$ cat src/rtl/uart_pkg.sv
// Shared UART types and helpers, used by the RX and TX blocks.
package uart_pkg;

  typedef enum logic [2:0] {IDLE, START, DATA, PARITY, STOP} uart_state_t;

  // Clocks per oversample tick; integer division, so 0 means the clock is too slow.
  function automatic int calc_div(input int clk_hz, input int baud, input int os);
    return clk_hz / (baud * os);
  endfunction

endpackage

$ cat src/rtl/uart_baud_tick.sv
// Free-running divider: tick is high for one clk every DIV clks.
module uart_baud_tick #(
  parameter int DIV = 1
) (
  input  logic clk,
  input  logic rst,
  output logic tick
);

  localparam int CW = (DIV > 1) ? $clog2(DIV) : 1;
  localparam logic [CW-1:0] LAST = CW'(DIV - 1);

  logic [CW-1:0] cnt;

  always_ff @(posedge clk or posedge rst) begin
    if (rst) begin
      cnt  <= '0;
      tick <= 1'b0;
    end else if (cnt == LAST) begin
      cnt  <= '0;
      tick <= 1'b1;
    end else begin
      cnt  <= cnt + 1'b1;
      tick <= 1'b0;
    end
  end

endmodule

$ cat src/rtl/uart_rx.sv
// Oversampling UART receiver with valid/ready output and error pulses.
// Define UART_PARITY_EN to add one even parity bit after the data bits.
module uart_rx
  import uart_pkg::*;
#(
  parameter int CLK_HZ     = 50_000_000,
  parameter int BAUD       = 115_200,
  parameter int OVERSAMPLE = 16,
  parameter int DATA_BITS  = 8
) (
  input  logic                 clk,
  input  logic                 rst,
  input  logic                 rx,
  output logic [DATA_BITS-1:0] data,
  output logic                 valid,
  input  logic                 ready,
  output logic                 frame_err,
  output logic                 overrun,
  output logic                 parity_err
);

  localparam int DIV = calc_div(CLK_HZ, BAUD, OVERSAMPLE);
  localparam int SW  = $clog2(OVERSAMPLE);
  localparam int BW  = $clog2(DATA_BITS + 1);
  localparam logic [SW-1:0] HALF  = SW'(OVERSAMPLE / 2 - 1);
  localparam logic [SW-1:0] LAST  = SW'(OVERSAMPLE - 1);
  localparam logic [BW-1:0] BLAST = BW'(DATA_BITS - 1);

  generate
    if (DIV < 1 || OVERSAMPLE < 4 || (OVERSAMPLE % 2) != 0 || DATA_BITS < 5 || DATA_BITS > 9)
    begin : g_param_err
      $error("uart_rx: unsupported CLK_HZ/BAUD/OVERSAMPLE/DATA_BITS combination");
    end
  endgenerate

  logic                 tick;
  logic [1:0]           sync;
  logic                 rx_s;
  uart_state_t          state;
  logic [SW-1:0]        scnt;
  logic [BW-1:0]        bidx;
  logic [DATA_BITS-1:0] shreg;

  uart_baud_tick #(.DIV(DIV)) u_tick (
    .clk  (clk),
    .rst  (rst),
    .tick (tick)
  );

  // Two-flop synchroniser, reset to the idle level so reset never looks like a start bit.
  always_ff @(posedge clk or posedge rst) begin
    if (rst) sync <= 2'b11;
    else     sync <= {sync[0], rx};
  end
  assign rx_s = sync[1];

`ifdef UART_PARITY_EN
  logic par_bit;
  logic par_bad;
  assign par_bad = ^{shreg, par_bit};
`else
  assign parity_err = 1'b0;
`endif

  always_ff @(posedge clk or posedge rst) begin
    if (rst) begin
      state     <= IDLE;
      scnt      <= '0;
      bidx      <= '0;
      shreg     <= '0;
      data      <= '0;
      valid     <= 1'b0;
      frame_err <= 1'b0;
      overrun   <= 1'b0;
`ifdef UART_PARITY_EN
      par_bit    <= 1'b0;
      parity_err <= 1'b0;
`endif
    end else begin
      frame_err <= 1'b0;
      overrun   <= 1'b0;
`ifdef UART_PARITY_EN
      parity_err <= 1'b0;
`endif
      // A load later in this block overrides the drop, so accept+load keeps valid high.
      if (valid && ready) valid <= 1'b0;
      if (tick) begin
        case (state)
          IDLE: if (!rx_s) begin
            state <= START;
            scnt  <= '0;
          end
          START: if (scnt == HALF) begin
            scnt  <= '0;
            bidx  <= '0;
            state <= rx_s ? IDLE : DATA;
          end else scnt <= scnt + 1'b1;
          DATA: if (scnt == LAST) begin
            scnt  <= '0;
            shreg <= {rx_s, shreg[DATA_BITS-1:1]};
            if (bidx == BLAST) begin
              bidx  <= '0;
`ifdef UART_PARITY_EN
              state <= PARITY;
`else
              state <= STOP;
`endif
            end else bidx <= bidx + 1'b1;
          end else scnt <= scnt + 1'b1;
`ifdef UART_PARITY_EN
          PARITY: if (scnt == LAST) begin
            scnt    <= '0;
            par_bit <= rx_s;
            state   <= STOP;
          end else scnt <= scnt + 1'b1;
`else
          PARITY: state <= IDLE;
`endif
          // Decide at mid stop bit and return to IDLE so a back-to-back start is caught.
          STOP: if (scnt == LAST) begin
            scnt  <= '0;
            state <= IDLE;
            if (!rx_s) frame_err <= 1'b1;
`ifdef UART_PARITY_EN
            else if (par_bad) parity_err <= 1'b1;
`endif
            else if (valid && !ready) overrun <= 1'b1;
            else begin
              data  <= shreg;
              valid <= 1'b1;
            end
          end else scnt <= scnt + 1'b1;
          default: state <= IDLE;
        endcase
      end
    end
  end

endmodule

$ cat config.mk
export PLATFORM = sky130hd
export DESIGN_NAME = uart_rx
export DESIGN_NICKNAME = d
export VERILOG_FILES = /design/src/rtl/uart_pkg.sv /design/src/rtl/uart_baud_tick.sv /design/src/rtl/uart_rx.sv
export SDC_FILE = /design/constraint.sdc
export NUM_CORES = 1
export LEC_CHECK = 0
export CORE_ASPECT_RATIO = 1.1
export CORE_UTILIZATION = 35
export CTS_CLUSTER_SIZE = 16
export DETAILED_ROUTE_END_ITERATION = 12
export MAX_ROUTING_LAYER = met4
export PLACE_DENSITY_LB_ADDON = 0.05
export SKIP_LAST_GASP = 1
export SYNTH_ARGS = -nofsm -noshare
export SYNTH_HDL_FRONTEND = slang
export SYNTH_SLANG_ARGS = --single-unit
$ cat constraint.sdc
create_clock -name clk -period 4.2 [get_ports clk]
set_input_delay 0.42 -clock clk [delete_from_list [all_inputs] [get_ports clk]]
set_output_delay 0.42 -clock clk [all_outputs]
set_load 0.05 [all_outputs]
* Word-level counts from Yosys, hierarchy flattened *
Index checks and enable logic that the tools add are counted.

word-level totals
  output and inout bits = 12
  logic and storage cells = 71
  register bits = 38
  input port bits = 4

operators by class
  add/subtract/negate cells = 3
  eq/ne operators = 12
  bitwise operators = 1
  reduce and logical (&&, ||, !) cells = 12
  muxes and demuxes = 32

operators with widths
  cell                 number
  $mux 4               6
  $mux 1               16
  $mux 3               5
  $pmux 3 s4           1
  $pmux 4 s3           1
  $ne 2x2->1 const B   5
  $add 4x1->4 const B  2
  $eq 4x3->1 const B   2
  $pmux 4 s2           1
  $reduce_and 3->1     2
  $reduce_and 6->1     1
  $add 5x1->5 const B  1
  $eq 5x5->1 const B   1
  $mux 5               1
  $reduce_and 5->1     1
  $eq 4x4->1 const B   1
  $reduce_and 4->1     1
  $eq 3x1->1 const B   1
  $eq 3x2->1 const B   1
  $eq 3x3->1 const B   1
  $logic_not 3->1      1
  $reduce_bool 3->1    1
  $logic_and 1x1->1    2
  $mux 2               1
  other kinds (4)      4

* Logic depth before layout (Yosys ltp) *
Gate-level depths: netlist (run 1).

  depth in word-level cells = 7
  depth in mapped cells = 6
  depth with buffers taken out = 5

* Modules after synthesis *
From an unflattened synthesis (run 1), not the netlist that was laid out.

second synthesis, totals
  cell total of the unflattened synthesis = 152
  area, all modules = 1809.2 um^2

modules (own cells, without submodules)
  module          instances  area an instance (um^2)  cells an instance
  uart_rx         1          1514.0                   126
  uart_baud_tick  1          295.3                    26

* Least setup slack after synthesis (run 1) *
OpenSTA, ideal clock, no wires.

  path kind = flip-flop to flip-flop
  start point = reg scnt[0]
  end point = reg data[0]
  arrival = 1593 ps
  cell stages (with the launch flop) = 6
  period minus slack after synthesis = 1720 ps
  setup time = 128 ps
  slack = 2480 ps
  buffers on the path = 0
  cells stage by stage = dfrtp_1 -> ha_1 -> nand4_2 -> nor4b_2 -> nand3_2 -> mux2_1

on the way
  cells in the longest elaborated chain, start to end = 2

ends and longest elaborated chain
  what                        line            source
  from (decl)                 uart_rx.sv:40   logic [SW-1:0] scnt;
  from (signal assigned)      uart_rx.sv:97   end else scnt <= scnt + 1'b1;
  from (signal assigned)      uart_rx.sv:109  end else scnt <= scnt + 1'b1;
  from (signal assigned)      uart_rx.sv:132  end else scnt <= scnt + 1'b1;
  $eq 4x4->1                  uart_rx.sv:120  STOP: if (scnt == LAST) begin
  $reduce_and 5->1 (no line)  --
  to (signal assigned)        uart_rx.sv:129  data <= shreg;
  to (decl)                   uart_rx.sv:14   output logic [DATA_BITS-1:0] data,

Every way passes these cells.
A chain may end at the register's enable or synchronous reset.

* Worst setup path in the final report (run 1) *
  start point = reg scnt[0]
  end point = reg data[1]

The elaborated chain is that of the path after synthesis.

==> qor.txt, run 1 <==
gr usage total: 13.7%
Max Slew Vio Count: 0
First DRT Iteration DRCs: 35
skew final: 0.00979 ns
worst-path maximum fanout: 8
Synth Warn #: 0
# hold bufs at CTS: 0
Worst Path Arrival: 2.15 ns
Mapped Nets: 156
CP peak stage delay: 0.40 ns
P_leak: 0.925 nW
CTS max path bufs: 2
Clk pin slew, worst setup/hold paths: 0.08 ns
DRC viols: 0
Die X: 69.5 um
Final Hold Fails: 0
critical-path cell list: ha_1 -> nand4_2 -> nor4b_2 -> nand3_2 -> mux2_1
Max-Cap Viols: 0
r2r setup slk: 2.22 ns
Setup Viol. Count Final: 0
Avg Inst Size Synth: 11.9 um2
Post-DP Area: 1930 um2
number of global-route vias before repair: 1185
Resize count post-CTS: 0
initial antenna violation count: 0
Total Neg Setup Slack: 0 ns
FF+latch count, synth: 38
share of layout cells above drive strength 1: 17.8%
largest net degree at the start of global routing: 39
hpwl dp: 2090 um
IO buf count: 14
WS Path Type: register to register
actual slew at the worst max-slew pin: 0.495 ns
CTS tree: yes
Netlist cell types: 48
Final Instance Area: 2060 um2
count of flip-flops with a built-in enable after synthesis: 0
CTS buffer count: 5
Pwr Density: 368 nW/um2
period utilisation layout: 47.1%
post-route ant nets: 0
first-pass GRT wire length: 5460 um
Max VDD drop: 0.182 mV
Detailed Routing Iterations Pass 1: 4
CTS sink count: 38
RSZ-0062 raised after global routing: no
reg-to-reg endpoint: data[1]$_DFFE_PP0P_
GP Congestion: 0.808
Worst Path Required: 4.38 ns
# nets final: 170
DR vias/cell: 5.20
grt ovf: 0
slew margin rel.: 66.6%
WL final: 3030 um
initial core utilization: 37.2%
io pins: 16
Die Ht: 76.3 um
Netlist Area Pre-Place: 1750 um2
Hold WC Path Type: register to register
Root Driver: clkbuf_8
postcts setup bufs: 0
Async SR Flop Fraction: 100%
routed len/inst: 13.8 um
Syn Inst Count: 148
diode count: 0
std cell rows: 26
synthesis-to-finish area growth: 17.6%
Reg2Reg Depth: 5
HP Start: sync[0]$_DFF_PP1_
register area share after synthesis: 54.4%
CP startpoint kind: register
R2R Path Start: scnt[0]$_DFFE_PP0P_
vias: 1138
Crit-path slowest cell: dfrtp_1
Min-Delay Endpoint: sync[1]$_DFF_PP1_
Max Fclk: 505 MHz
status: finished, final reports clean
CTS H-tree lvls: 2
type of element capturing the critical path: register
Core Footprint: 4720 um2
clk_lat worst skew: 0.29 ns
Hold Path Cell Cnt: 0
fin crit period: 1.98 ns
Die Area: 5300 um2
dominant synthesized flop cell: dfrtp_1
==> cell usage after synthesis, types with 2 or more instances <==
| cell | number | share of area [%] |
|---|---|---|
| a21oi_1 | 3 | 0.86 |
| a31oi_1 | 4 | 1.4 |
| buf_2 | 3 | 0.86 |
| clkbuf_1 | 2 | 0.43 |
| dfrtp_1 | 36 | 51 |
| dfstp_2 | 2 | 3.0 |
| ha_1 | 4 | 2.9 |
| inv_1 | 4 | 0.86 |
| mux2_1 | 5 | 3.2 |
| mux2_2 | 12 | 7.7 |
| nand2_1 | 10 | 2.1 |
| nand2b_1 | 4 | 1.4 |
| nand3_1 | 5 | 1.4 |
| nand3b_1 | 2 | 0.86 |
| nor2_1 | 7 | 1.5 |
| nor2b_1 | 2 | 0.71 |
| nor3b_1 | 2 | 0.86 |
| o21ai_0 | 7 | 2.0 |
| o21ai_1 | 2 | 0.57 |
| or3b_1 | 3 | 1.5 |
| xor2_1 | 2 | 1.0 |
==> worst max-delay path by stage <==
stage                                    from                   to  slack, ns  cells past startpoint
after floorplan           scnt[0]$_DFFE_PP0P_  data[0]$_DFFE_PP0P_       2.48                      5
after global placement    scnt[0]$_DFFE_PP0P_  data[3]$_DFFE_PP0P_       2.22                      5
after detailed placement  scnt[0]$_DFFE_PP0P_  data[1]$_DFFE_PP0P_       2.23                      5
after CTS                 scnt[0]$_DFFE_PP0P_  data[1]$_DFFE_PP0P_       2.19                      5
after global routing      scnt[0]$_DFFE_PP0P_  data[3]$_DFFE_PP0P_       2.07                      5
final                     scnt[0]$_DFFE_PP0P_  data[1]$_DFFE_PP0P_       2.22                      5
==> logic make-up (layout without fill, tap and decap cells) <==
family                   after synthesis  in the layout  synth area share (%)
AO/OA/AOI/OAI                         24             24                  8.77
XOR/XNOR                               3              3                  1.50
adder cells (fa/ha/maj)                5              5                  3.50
buffers and inverters                 12             27                  3.49
flip-flops                            38             38                  54.4
multiplexers                          18             18                  11.5
other                                  1              1                 0.214
AND/OR/NAND/NOR                       47             47                  16.7
==> routing by layer <==
metal  GRT usage (%)  wire, um  vias to the layer above
met3            3.97        94                        7
met2            21.7      1430                       15
li1                -         -                      552
met5               -         0                        -
met4            7.14        70                        0
met1            15.6      1430                      564
==> critical path, delay by kind of cell (launching register included) <==
kind          cells  cell delay, ns
fa+ha+maj         1            0.30
simple gates      3            0.77
mux               1            0.38
flops             1            0.40
==> layout make-up <==
class	count	area [um2]
fill	446	2650
sequential	38	953
multi-input combinational	98	739
timing repair buffer	15	148
tap	56	70.1
clock buffer	5	68.8
clock inverter	3	68.8
inverter	4	15.0
==> registers in the layout, summed over array words and instances (netlist names) <==
name,count
bidx,4
data,8
frame_err,1
overrun,1
scnt,4
shreg,8
state,3
sync,2
u_tick.cnt,5
u_tick.tick,1
valid,1
==> stage by stage <==
step	hold WS [ns]	worst slack [ns]	total power [mW]	std cells	util [%]
global route	0.367	2.07	0.791	219	43.7
detailed placement	0.350	2.23	0.396	211	40.8
floorplan	0.345	2.48	0.391	148	-
finish	0.360	2.22	0.760	219	43.7
global placement	0.347	2.22	0.396	211	40.8
CTS	0.361	2.19	0.776	219	43.7
==> layout by cell type (no fill, tap or decap), drive strengths merged, types with 5 or more instances in the layout <==
cell,synthesis,routed
clkbuf,3,5
o21ai,9,9
mux2,17,17
clkdlybuf4s50,0,14
nand2,10,10
nor2,8,8
dfrtp,36,36
nand3,6,6
==> power by group <==
group	internal [mW]	switching [mW]	total [mW]
clock network	0.238	0.134	0.372
logic	0.00591	0.0115	0.0174
registers	0.368	0.00303	0.371
No activity file was read; power rests on OpenSTA's default activity.
==> run 2, diff against run 1 <==
==> constraint.sdc (replaced) <==
create_clock -name clk -period 1.7 [get_ports clk]
set_input_delay 0.17 -clock clk [delete_from_list [all_inputs] [get_ports clk]]
set_output_delay 0.17 -clock clk [all_outputs]
set_load 0.05 [all_outputs]
==> run 2 against run 1 <==
Net effect: global-route usage increased by 1.1 points; via count rose by 11%; hold slack lost 0.12 ns; total power up 130%; die area unchanged; core utilization is 6.3 points higher; sequential power increased by 150%; clock skew fell by 0.0049 ns; non-clock buffer count rose by 29.
==> qor.txt, run 2 (synthesized netlist as in run 1, its figures left out) <==
Hold WC Path Type: input pin to async pin
First DRT Iteration DRCs: 76
hpwl dp: 2450 um
fin crit period: 1.69 ns
Seq. cell area: 957 um2
multi-input logic area: 818 um2
actual slew at the worst max-slew pin: 0.506 ns
Power, Total: 1.75 mW
vias: 1263
gr usage total: 14.8%
P_leak: 1.09 nW
Clk pin slew, worst setup/hold paths: 0.08 ns
diode count: 0
period utilisation layout: 99.6%
share of layout cells above drive strength 1: 37.5%
CTS tree: yes
Die Ht: 76.3 um
Max VDD drop: 0.535 mV
WL final: 3650 um
type of element capturing the critical path: register
Worst Path Arrival: 1.86 ns
DR vias/cell: 5.09
pre-CTS worst setup slack: -0.0889 ns
worst-path maximum fanout: 8
sw frac: 21.1%
CTS buffer count: 5
clk_lat worst skew: 0.29 ns
# hold bufs at CTS: 0
skew final: 0.00484 ns
CP startpoint kind: register
RSZ-0062 raised after global routing: yes
combinational fraction of design power: 4.0%
first-pass GRT wire length: 6050 um
Largest regs: data: 8 flops, shreg: 8 flops, u_tick.cnt: 5 flops
Pwr Density: 740 nW/um2
Psw: 368 uW
routed len/inst: 14.7 um
Final Instance Area: 2360 um2
IO buf count: 14
Placed Cells: 234
most frequent cells in the layout: 33 x dfrtp_1, 26 x buf_4, 14 x clkdlybuf4s50_1, 12 x mux2_2, 10 x nand2_1
clock power share: 43.7%
status: finished, final reports clean
initial core utilization: 37.2%
CTS max path bufs: 2
Max Fclk: 591 MHz
grt ovf: 0
CTS sink count: 38
Fillers: 432
Setup Viol. Count Final: 0
std cell rows: 26
Die Area: 5300 um2
GP Congestion: 0.788
Final Hold Fails: 0
synthesis-to-finish area growth: 34.5%
Int Pwr: 1.38 mW
# nets final: 199
WS Path Type: register to register
Finished Layout Cells: 248
Core Footprint: 4720 um2
final setup margin: 0.00714 ns
CTS H-tree lvls: 2
Post-DP Area: 2110 um2
initial antenna violation count: 0
DRC viols: 0
io pins: 16
Worst Path Required: 1.87 ns
number of global-route vias before repair: 1307
Detailed Routing Iterations Pass 1: 4
largest net degree at the start of global routing: 39
Max-Cap Viols: 0
most common cell after layout, fill and taps aside: dfrtp_1
post-route ant nets: 0
Die X: 69.5 um
Max Slew Vio Count: 0
Reg power frac: 52.3%
slew margin rel.: 66.2%
Root Driver: clkbuf_8
run 2: cell count changes in the layout (fill, tap and decap cells not counted), sizes merged:
cell,delta
bufinv,-1
clkbuf,+1
buf,+29
clkinv,-1
clkinvlp,+1
run 2: cell type report:
cell class	count	share of cell area, %
Clock buffer	6	3.08
Clock inverter	2	1.59
Inverter	4	0.636
Multi-Input combinational cell	98	34.7
Sequential cell	38	40.6
Tap cell	56	2.97
Timing Repair Buffer	44	16.5
run 2: worst max-delay path: stages (launching register included):
cell	delay, ns
dfrtp_2	0.46
buf_6	0.13
or3b_4	0.36
a211o_4	0.38
o21ai_2	0.15
o21ai_1	0.08
run 2: path summary, 6_finish.rpt:
path	startpoint	end	slack, ns	cells past startpoint
hold / removal	rst	scnt[0]$_DFFE_PP0P_	0.24	3
setup / recovery	state[1]$_DFFE_PP0P_	bidx[2]$_DFFE_PP0P_	0.007	5
max in group asynchronous	rst	sync[1]$_DFF_PP1_	1.21	3
min in group clk	rx	sync[0]$_DFF_PP1_	0.30	1
hold reg to reg	sync[0]$_DFF_PP1_	sync[1]$_DFF_PP1_	0.36	0
setup reg to reg	state[1]$_DFFE_PP0P_	bidx[2]$_DFFE_PP0P_	0.007	5
run 2: metrics by stage:
step	hold slack (ns)	setup TNS, ns	utilization (%)
2_1_floorplan	0.174	0	-
3_3_place_gp	0.347	-0.346	44.8
3_5_place_dp	0.353	-0.430	44.8
4_1_cts	0.247	0	48.1
5_1_grt	0.247	-0.142	50.0
6_report	0.236	0	50.0
run 2: what timing repair did:
item	4_1_cts	5_1_grt
resized for setup	6	17
setup buffers	5	1
setup endpoints to repair	22	25
pin swaps	3	7
run 2: power groups by stage:
stage / registers (mW) / logic [mW] / clock network [mW]
after floorplan: 0.929 / 0.0372 / 0
after global placement: 0.930 / 0.0649 / 0
after detailed placement: 0.930 / 0.0661 / 0
after CTS: 0.913 / 0.0664 / 0.779
after global routing: 0.914 / 0.0778 / 0.823
final: 0.913 / 0.0705 / 0.763
run 2: layer usage:
metal	wire length [um]	vias up	global-route usage, %
met5	0	-	-
met4	40	0	3.67
met3	92	6	3.70
met2	1880	18	25.2
met1	1640	627	17.5
li1	-	612	-
==> run 3, diff against run 2 <==
--- a/config.mk
+++ b/config.mk
@@ -12,6 +12,7 @@
 export MAX_ROUTING_LAYER = met4
 export PLACE_DENSITY_LB_ADDON = 0.05
 export SKIP_LAST_GASP = 1
+export SLEW_MARGIN = 20
 export SYNTH_ARGS = -nofsm -noshare
 export SYNTH_HDL_FRONTEND = slang
 export SYNTH_SLANG_ARGS = --single-unit
==> results of run 3 <==
No change in the layout: final DEF, timing and power equal those of run 2.
